## config.mk

```make
export PLATFORM = sky130hd
export DESIGN_NAME = tt_um_ishsub_serial
export DESIGN_NICKNAME = d
export VERILOG_FILES = /design/src/rtl/tt_um_ishsub_serial.sv
export SDC_FILE = /design/constraint.sdc
export NUM_CORES = 1
export LEC_CHECK = 0
export CORE_MARGIN = 2
export CORE_UTILIZATION = 35
export CTS_CLUSTER_SIZE = 24
export DETAILED_ROUTE_END_ITERATION = 10
export REMOVE_ABC_BUFFERS = 1
export SYNTH_ARGS = -nofsm -noshare
export SYNTH_HDL_FRONTEND = slang
export SYNTH_SLANG_ARGS = --single-unit
```

## constraint.sdc

```tcl
create_clock -name clk -period 3.2 [get_ports clk]
set_clock_uncertainty 0.2 [all_clocks]
set_input_delay 0.64 -clock clk [delete_from_list [all_inputs] [get_ports clk]]
set_output_delay 0.64 -clock clk [all_outputs]
set_load 0.02 [all_outputs]
```

## src/rtl/tt_um_ishsub_serial.sv

```systemverilog
// tt_um_ishsub_serial -- bit-serial subtractor tile.
//
// Computes A - B one bit per clock, LSB first, over WIDTH cycles. A and B
// are captured from ui_in by the load strobes on uio_in[1:0]. A rising edge
// on uio_in[2] starts an operation. The difference is registered on uo_out.
// done, borrow and busy are reported on uio_out[7:5].
//
// Optional feature macro: SUB_SATURATE_EN
//   When defined, a result that borrows (A < B) is clamped to zero on uo_out.
//   The borrow flag is still reported. When undefined, uo_out always carries
//   the modular difference.
module tt_um_ishsub_serial #(
    parameter int WIDTH = 8    // operand/result width, legal range 1..8
) (
    input  logic       clk,
    input  logic       rst_n,
    input  logic       ena,
    input  logic [7:0] ui_in,
    input  logic [7:0] uio_in,
    output logic [7:0] uo_out,
    output logic [7:0] uio_out,
    output logic [7:0] uio_oe
);

    typedef enum logic [1:0] {
        S_IDLE = 2'd0,
        S_RUN  = 2'd1,
        S_DONE = 2'd2
    } state_e;

    // The count of the final serial step, at which the result is committed.
    localparam logic [3:0] CNT_LAST = 4'(WIDTH - 1);

    // ------------------------------------------------------------------
    // Control inputs
    // ------------------------------------------------------------------
    logic load_a;
    logic load_b;
    logic start;

    assign load_a = uio_in[0];
    assign load_b = uio_in[1];
    assign start  = uio_in[2];

    // ena and uio_in[7:3] carry no function on this tile.
    logic unused_ok;
    assign unused_ok = &{1'b0, ena, uio_in[7:3]};

    // ------------------------------------------------------------------
    // State
    // ------------------------------------------------------------------
    state_e             state_q,      state_d;
    logic [WIDTH-1:0]   a_q,          a_d;
    logic [WIDTH-1:0]   b_q,          b_d;
    logic [WIDTH-1:0]   sh_a_q,       sh_a_d;
    logic [WIDTH-1:0]   sh_b_q,       sh_b_d;
    logic [WIDTH-1:0]   res_q,        res_d;
    logic [WIDTH-1:0]   out_q,        out_d;
    logic [3:0]         cnt_q,        cnt_d;
    logic               bacc_q,       bacc_d;
    logic               borrow_q,     borrow_d;
    logic               done_q,       done_d;
    logic               busy_q,       busy_d;
    logic               start_q;

    // ------------------------------------------------------------------
    // Derived signals
    // ------------------------------------------------------------------
    logic               trigger;      // one-cycle pulse on start rising edge
    logic               accept_load;  // operands may be rewritten
    logic               last_step;    // current RUN edge is the final bit
    logic               bit_a;
    logic               bit_b;
    logic               diff_bit;
    logic               borrow_next;
    logic [WIDTH-1:0]   res_shift;    // result register after this step
    logic [WIDTH-1:0]   final_value;  // value committed to uo_out

    assign trigger     = start & ~start_q;
    assign accept_load = (state_q != S_RUN);
    assign last_step   = (cnt_q == CNT_LAST);

    // One full-subtractor slice; the borrow chain is carried in bacc_q.
    assign bit_a       = sh_a_q[0];
    assign bit_b       = sh_b_q[0];
    assign diff_bit    = bit_a ^ bit_b ^ bacc_q;
    assign borrow_next = (~bit_a & bit_b) | (~(bit_a ^ bit_b) & bacc_q);

    // Each new difference bit enters at the MSB, so after WIDTH steps the
    // first (LSB) bit has travelled down to bit 0.
    assign res_shift   = (res_q >> 1) | (WIDTH'(diff_bit) << (WIDTH - 1));

`ifdef SUB_SATURATE_EN
    assign final_value = borrow_next ? '0 : res_shift;
`else
    assign final_value = res_shift;
`endif

    // ------------------------------------------------------------------
    // Next-state logic for the sequencing FSM
    // ------------------------------------------------------------------
    // NOTE: every output of an always_comb gets a default before any branch,
    //       so no path leaves a value unassigned and no latch is inferred.
    always_comb begin
        state_d = state_q;
        unique case (state_q)
            S_IDLE,
            S_DONE: begin
                if (trigger) begin
                    state_d = S_RUN;
                end
            end
            S_RUN: begin
                if (last_step) begin
                    state_d = S_DONE;
                end
            end
            default: begin
                state_d = S_IDLE;
            end
        endcase
    end

    // Operand registers: written by the load strobes outside RUN only.
    always_comb begin
        a_d = a_q;
        b_d = b_q;
        if (accept_load) begin
            if (load_a) begin
                a_d = ui_in[WIDTH-1:0];
            end
            if (load_b) begin
                b_d = ui_in[WIDTH-1:0];
            end
        end
    end

    // Serial datapath and status flags, driven by the current FSM state.
    always_comb begin
        sh_a_d   = sh_a_q;
        sh_b_d   = sh_b_q;
        res_d    = res_q;
        out_d    = out_q;
        cnt_d    = cnt_q;
        bacc_d   = bacc_q;
        borrow_d = borrow_q;
        done_d   = done_q;
        busy_d   = busy_q;

        unique case (state_q)
            S_IDLE,
            S_DONE: begin
                // The shift registers take the operand values held before
                // this edge, even if a load lands on the same edge.
                if (trigger) begin
                    sh_a_d = a_q;
                    sh_b_d = b_q;
                    res_d  = '0;
                    cnt_d  = '0;
                    bacc_d = 1'b0;
                    busy_d = 1'b1;
                    done_d = 1'b0;
                end
            end
            S_RUN: begin
                sh_a_d = sh_a_q >> 1;
                sh_b_d = sh_b_q >> 1;
                res_d  = res_shift;
                bacc_d = borrow_next;
                cnt_d  = cnt_q + 4'd1;
                if (last_step) begin
                    out_d    = final_value;
                    borrow_d = borrow_next;
                    done_d   = 1'b1;
                    busy_d   = 1'b0;
                end
            end
            default: begin
                busy_d = 1'b0;
                done_d = 1'b0;
            end
        endcase
    end

    // ------------------------------------------------------------------
    // State registers with synchronous active-low reset
    // ------------------------------------------------------------------
    // NOTE: sequential state uses non-blocking assignments so every register
    //       samples the pre-edge values, independent of statement order.
    always_ff @(posedge clk) begin
        if (!rst_n) begin
            state_q  <= S_IDLE;
            a_q      <= '0;
            b_q      <= '0;
            sh_a_q   <= '0;
            sh_b_q   <= '0;
            res_q    <= '0;
            out_q    <= '0;
            cnt_q    <= '0;
            bacc_q   <= 1'b0;
            borrow_q <= 1'b0;
            done_q   <= 1'b0;
            busy_q   <= 1'b0;
            start_q  <= 1'b0;
        end else begin
            state_q  <= state_d;
            a_q      <= a_d;
            b_q      <= b_d;
            sh_a_q   <= sh_a_d;
            sh_b_q   <= sh_b_d;
            res_q    <= res_d;
            out_q    <= out_d;
            cnt_q    <= cnt_d;
            bacc_q   <= bacc_d;
            borrow_q <= borrow_d;
            done_q   <= done_d;
            busy_q   <= busy_d;
            start_q  <= start;
        end
    end

    // ------------------------------------------------------------------
    // Output mapping
    // ------------------------------------------------------------------
    // Zero-extend the WIDTH-bit result onto the 8-bit output bus.
    always_comb begin
        uo_out              = '0;
        uo_out[WIDTH-1:0]   = out_q;
    end

    assign uio_out = {done_q, borrow_q, busy_q, 5'b0_0000};
    assign uio_oe  = 8'b1110_0000;

endmodule

```

=== Word-level counts from Yosys, hierarchy flattened ===
Cells that the tools add are included.
Widths: inputs -> output; s select.

* Input port bits: 19
* Logic and storage cells: 56
* Bits in registers: 59
* Output and inout bits: 24

* $add $sub $neg: 1
* Bitwise operators: 10
* Eq/ne operators: 6
* Reduce and logical (&&, ||, !) cells: 8
* Muxes and demuxes: 18

{| class="wikitable"
|+ Operator list
! kind !! number
|-
| $pmux 8 s2 || 3
|-
| $mux 8 || 3
|-
| $reduce_and 2->1 || 5
|-
| $or 7x8->8 || 1
|-
| $pmux 4 s2 || 1
|-
| $pmux 1 s2 || 3
|-
| $add 4x1->4 const B || 1
|-
| $eq 4x3->1 const B || 1
|-
| $mux 1 || 4
|-
| $mux 2 || 2
|-
| $mux 4 || 1
|-
| $ne 2x2->1 const B || 2
|-
| $pmux 2 s2 || 1
|-
| $and 1x1->1 || 3
|-
| $not 1->1 || 3
|-
| $eq 2x1->1 const B || 1
|-
| $eq 2x2->1 const B || 1
|-
| $logic_not 2->1 || 1
|-
| $ne 2x1->1 const B || 1
|-
| $reduce_bool 2->1 || 1
|-
| $reduce_or 2->1 || 1
|-
| $xor 1x1->1 || 2
|-
| $or 1x1->1 || 1
|}

=== Logic depth before layout (Yosys ltp) ===
Gate-level depths: netlist (run 1).

* Word-level depth: 5
* Gate-level depth with buffers: 5
* Gate-level depth less buffers: 4

=== Worst setup path before layout (run 1) ===
Ideal clock, no wire load.

* Kind: input -> register
* From: in uio_in[2]
* To: reg sh_a_q[0]
* Data required time: 2883 ps
* Setup time: 117 ps
* Path buffers: 2
* Slack: 1434 ps
* Stages: 5
* Arrival: 1449 ps
* Cell sequence: or3b_1 buf_6 buf_12 o221ai_2 nor2_1

* Longest elaborated chain between the ends: 3

{| class="wikitable"
|+ RTL lines
! element !! line !! RTL
|-
| start: declaration || 19 || <nowiki>input logic [7:0] uio_in,</nowiki>
|-
| $and 1x1->1 || 79 || <nowiki>assign trigger = start & ~start_q;</nowiki>
|-
| $ne 2x2->1 (no line) || - ||
|-
| $reduce_and 2->1 (no line) || - ||
|-
| end signal: assignment || 195 || <nowiki>sh_a_q <= '0;</nowiki>
|-
| end signal: assignment || 209 || <nowiki>sh_a_q <= sh_a_d;</nowiki>
|-
| end: declaration || 55 || <nowiki>logic [WIDTH-1:0] sh_a_q, sh_a_d;</nowiki>
|}

Every way passes these cells.
A chain may end at the register's enable or synchronous reset.

=== Worst setup path in the final report (run 1) ===
* From: in uio_in[2]
* To: reg sh_a_q[5]

The elaborated chain is that of the path after synthesis.

==> impl_metrics.toml, run 1 <==
[outcome]
status = "complete, no violations"

[timing]
rsz0062_at_grt = "no"
final_max_slew_viol_count = 0
fin_ws_ps = 983
tns_ps = 0
tightest_slew_ps = 525
maxSlewHeadroom = 0.650
hold_viol = 0
fin_hold_ws_ps = 253
period_minus_slack_ps = 2220
fin_crit_sh = 0.693
fmax_mhz = 451
setup_violations = 0

[logic_synthesis]
synth-compound-area-share = 0.190
ys.flop_type = "dfxtp_1"
synth-seq-cells = 57
synth_top_area_frac = 0.462
synthCells = 280
syn_area_per_cell_um2 = 8.82
yosysWarnings = 0
synth_common_cells = "dfxtp_1, a21oi_1, nand3_1"
synth_mux_area_frac = 0.0324
synth_xor_area_frac = 0
synthSimpleGateAreaFrac = 0.186
synth_area_leader_cell = "dfxtp_1"
ys_top_cells_by_area = "dfxtp_1, a21oi_1, nand3_1, buf_4, o221ai_2"
synth.distinct_cells = 35
yosysMostFrequentCell = "dfxtp_1"
synth_fa_ha_area_frac = 0.0132
yosysSeqAreaShare = 0.462
synth_top_family_by_area = "compound AO/OA/AOI/OAI gates"
synth_edf_count = 0
async_reset_ff_frac = 0
syn_area_um2 = 2470

[clocking]
ctsHoldBuffers = 0
cts_tree = "built"
h-tree-depth = 3
cts.sinks = 57
clock-root-buffer = "clkbuf_8"
cts_buffers = 9
post_cts_buffers = 0
cts.path.max_buffers = 2
clk-insertion-delay-late_ps = 330
path_clk_slew_ps = 60
cts_resized = 0

[worst_hold_path]
min_path_type = "reg2reg"
hold_depth = 2

[worst_setup_path]
slowest_delay_ps = 550
crit_family = "buffers and inverters"
critPathCaptureType = "flip-flop"
critical_path_cell_count = 5
worstPathArrival_ps = 2240
crit_buf_inv = 2
cp.required_ps = 3220
worstPathCellList = "clkdlybuf4s50_1 -> or3b_1 -> buf_4 -> o221ai_2 -> nor2_1"
path_class = "in2reg"
critPathMaxFanout = 17
crit_path_start_kind = "primary input"
reg2reg_depth = 4
critPathSlowestCell = "or3b_1"

[placed_design]
dp_worst_setup_slack_ps = 635
gp_congestion = 0.734
dpl_cell_area_um2 = 2650
dp_cells = 376
port_buffers = 23
dp_hpwl_um = 2920

[cells_and_area]
postLayoutCellArea_um2 = 2830
drive_gt1_frac = 0.108
nets = 312
fin_cells = 391
insertedDiodeCount = 0
area_growth_pct = 14.5
utilization = 0.416

[die]
core-area_um2 = 6790
die_area_um2 = 7740
die_y_um = 88.0
io_pins = 43
row_count = 30
die_w_um = 88.0
initial_core_util = 0.363

[grt]
gr-total-overflow = 0
grt_pass1_wl_um = 7890
antenna_found_initial = 0
grt_pass1_vias = 1689
grt_use_total = 0.136
grt_max_degree = 47

[detailed_routing]
vias_per_cell = 4.94
route.detailed.drc = 0
dr.pass1.iters = 4
wl_per_cell_um = 12.4
first_iter_violations = 86
ant_nets = 0
totalWireLength_um = 4850
vias = 1932

[power]
ir_drop_v = 0.000290
p_per_area_nw_per_um2 = 551
power_leakage_nw = 1.00
total_power_mw = 1.56

[flow_run]
maxCapViolCount = 0
[path summary, 6_finish.rpt]
kind                            slack [ps]      start        end
worst max register to register        1360   cnt_q[0]  uo_out[7]
worst min register to register         250  uo_out[1]  uo_out[1]
worst max-delay path                   980  uio_in[2]  sh_a_q[5]
worst min-delay path                   250  uo_out[1]  uo_out[1]
[tightest hold or removal path: cells and delay by family (launching register included)]
family | cells | cell delay (ps)
flops | 1 | 310
simple gates | 1 | 50
mux | 1 | 50
[registers in the layout, summed over array words and instances, names as in the netlist]
signal,cells
sh_b_q,8
state_q,2
res_q,7
sh_a_q,8
start_q,1
borrow_q,1
b_q,8
a_q,8
cnt_q,4
busy_q,1
uo_out,8
bacc_q,1
[where the power goes]
group	total, mW	switching [mW]	internal (mW)
Clock	0.603	0.267	0.336
Sequential	0.771	0.0225	0.748
Combinational	0.184	0.116	0.0688
Total	1.56	0.405	1.15
[routing by layer]
| layer | track usage | share of wire | up-vias |
|---|---|---|---|
| met1 | 0.153 | 0.46 | 901 |
| met5 | 0 | 0 | - |
| li1 | - | - | 975 |
| met2 | 0.225 | 0.47 | 48 |
| met3 | 0.0613 | 0.052 | 8 |
| met4 | 0.0545 | 0.017 | 0 |
[area by class of cell]
cell class,instances,area (um2)
clock inverters,3,15.0
well taps,96,120
multi-input cells,189,1090
fillers,702,3970
repair buffers,29,275
flip-flops and latches,57,1140
inverters,5,18.8
clock buffers,12,165
[cell usage in the layout (no fill, tap or decap), drive strengths merged, types with 5 or more instances in the layout]
master	netlist	final
o21ai	18	18
nand3	30	30
clkbuf	7	12
clkdlybuf4s50	0	23
mux2i	8	8
nand2	27	27
conb	2	13
nor2	15	15
buf	33	6
nor3	14	14
dfxtp	57	57
o221ai	14	14
a21oi	30	30
inv	5	5
[cells by family (layout without fill, tap and decap cells)]
kind of cell / count (synthesis) / after routing
buffers and inverters: 45 / 49
other: 2 / 13
AOI/OAI and AO/OA: 69 / 69
adders and majority gates: 2 / 2
and+or+nand+nor: 97 / 97
DFF: 57 / 57
muxes: 8 / 8
Note: power is estimated with default switching activity, not from simulation.
==> run 2, diff against run 1 <==
- clock period: 3.2 -> 1.96 ns (I/O delays scaled with it)
==> impl_metrics.toml, run 2 (same netlist as run 1, synthesis figures left out) <==
[die]
row_count = 30
io_pins = 43
initial_core_util = 0.363
die_y_um = 88.0
die_area_um2 = 7740
core-area_um2 = 6790
die_w_um = 88.0

[detailed_routing]
dr.pass1.iters = 4
route.detailed.drc = 0
ant_nets = 0
vias = 1964
vias_per_cell = 4.89
totalWireLength_um = 4880
wl_per_cell_um = 12.1
first_iter_violations = 77

[clocking]
cts.path.max_buffers = 2
clock-root-buffer = "clkbuf_8"
cts_buffers = 9
cts.sinks = 57
clk-insertion-delay-late_ps = 330
cts_tree = "built"
h-tree-depth = 3
path_clk_slew_ps = 60
ctsHoldBuffers = 0

[power]
total_power_mw = 2.55
power_leakage_nw = 1.06
ir_drop_v = 0.000375
p_per_area_nw_per_um2 = 875

[cells_and_area]
ff_latch_area_um2 = 1140
nets = 322
insertedDiodeCount = 0
mostFrequentLayoutCells = "dfxtp_1, nand3_1, a21oi_1"
drive_gt1_frac = 0.134
fillers = 694
multi_input_area_um2 = 1090
area_growth_pct = 18.3
layout.cells.most_common = "dfxtp_1"

[worst_setup_path]
crit_path_start_kind = "flip-flop"
critPathMaxFanout = 2
slowest_delay_ps = 610
critPathCaptureType = "output pin"
critical_path_cell_count = 1
reg2reg_depth = 5
critPathSlowestCell = "clkdlybuf4s50_1"
crit_buf_inv = 1
worstPathCellList = "clkdlybuf4s50_1"
worstPathArrival_ps = 1280
cp.required_ps = 1370
path_class = "reg2out"
crit_family = "buffers and inverters"

[grt]
met2_usage = 0.224
grt_use_total = 0.139
grt_pass1_vias = 1806
antenna_found_initial = 0
grt_pass1_wl_um = 8360
top_usage_layer = "met2"
met3_usage = 0.0641
use_met1 = 0.168
gr-total-overflow = 0
grt_max_degree = 32

[placed_design]
dp_hpwl_um = 3250
port_buffers = 23
gp_congestion = 0.737

[timing]
hold_viol = 0
final_max_slew_viol_count = 0
fin_crit_sh = 0.953
setup_violations = 0
fmax_mhz = 535
tns_ps = 0
rsz0062_at_grt = "no"
period_minus_slack_ps = 1870

[flow_run]
maxCapViolCount = 0

[worst_hold_path]
hold_depth = 2
min_path_type = "reg2reg"

[outcome]
status = "complete, no violations"
==> run 2: cell types whose count changed in the layout (fill, tap and decap cells not counted) <==
cell             previous run  this run
buf_12                      0         2
dlygate4sd2_1               0         1
clkbuf_1                    0         2
clkdlybuf4s50_1            23        22
clkbuf_8                   12        11
buf_4                       6        14
==> run 2: per-stage QoR <==
| step | area [um2] | std cells | utilization | hold slack, ps | setup slack (ps) |
|---|---|---|---|---|---|
| floorplan | 2250 | 251 | - | 228 | -777 |
| finish | 2920 | 402 | 0.430 | 246 | 92.0 |
| global route | 2920 | 402 | 0.430 | 275 | 34.7 |
| detailed placement | 2750 | 386 | 0.404 | 243 | -106 |
| CTS | 2920 | 402 | 0.430 | 254 | 75.5 |
| global placement | 2750 | 386 | 0.404 | 240 | -89.6 |
==> run 2: final cells by class <==
cell class	count	share of cell area
clock inverters	3	0.00514
well taps	96	0.0411
flip-flops and latches	57	0.391
clock buffers	13	0.0544
inverters	5	0.00643
multi-input cells	189	0.374
repair buffers	39	0.128
==> run 2: repair_timing <==
action	4_1_cts	5_1_grt
buffers inserted	0	0
endpoints found under the setup margin	1	0
gates resized for setup	1	0
==> run 2: worst min-delay path: stages (launching register included) <==
cell     delay, ps
dfxtp_1        310
nand2_1         50
a21oi_1         50
==> run 2: report_power, final <==
group / total [mW] / switching [mW] / internal, mW
Sequential: 1.26 / 0.0376 / 1.22
Clock: 0.967 / 0.446 / 0.522
Combinational: 0.328 / 0.192 / 0.135
==> run 2: path summary, 6_finish.rpt <==
check	startpoint	to	slack, ps
min	a_q[7]	sh_a_q[7]	250
max	borrow_q	uio_out[6]	90
min reg2reg	a_q[7]	sh_a_q[7]	250
max reg2reg	cnt_q[0]	uo_out[2]	310
==> run 2: metal layers <==
metal / vias up / part of all wire
met5: - / 0
met3: 6 / 0.058
li1: 992 / -
met1: 917 / 0.49
met2: 49 / 0.45
met4: 0 / 0.011
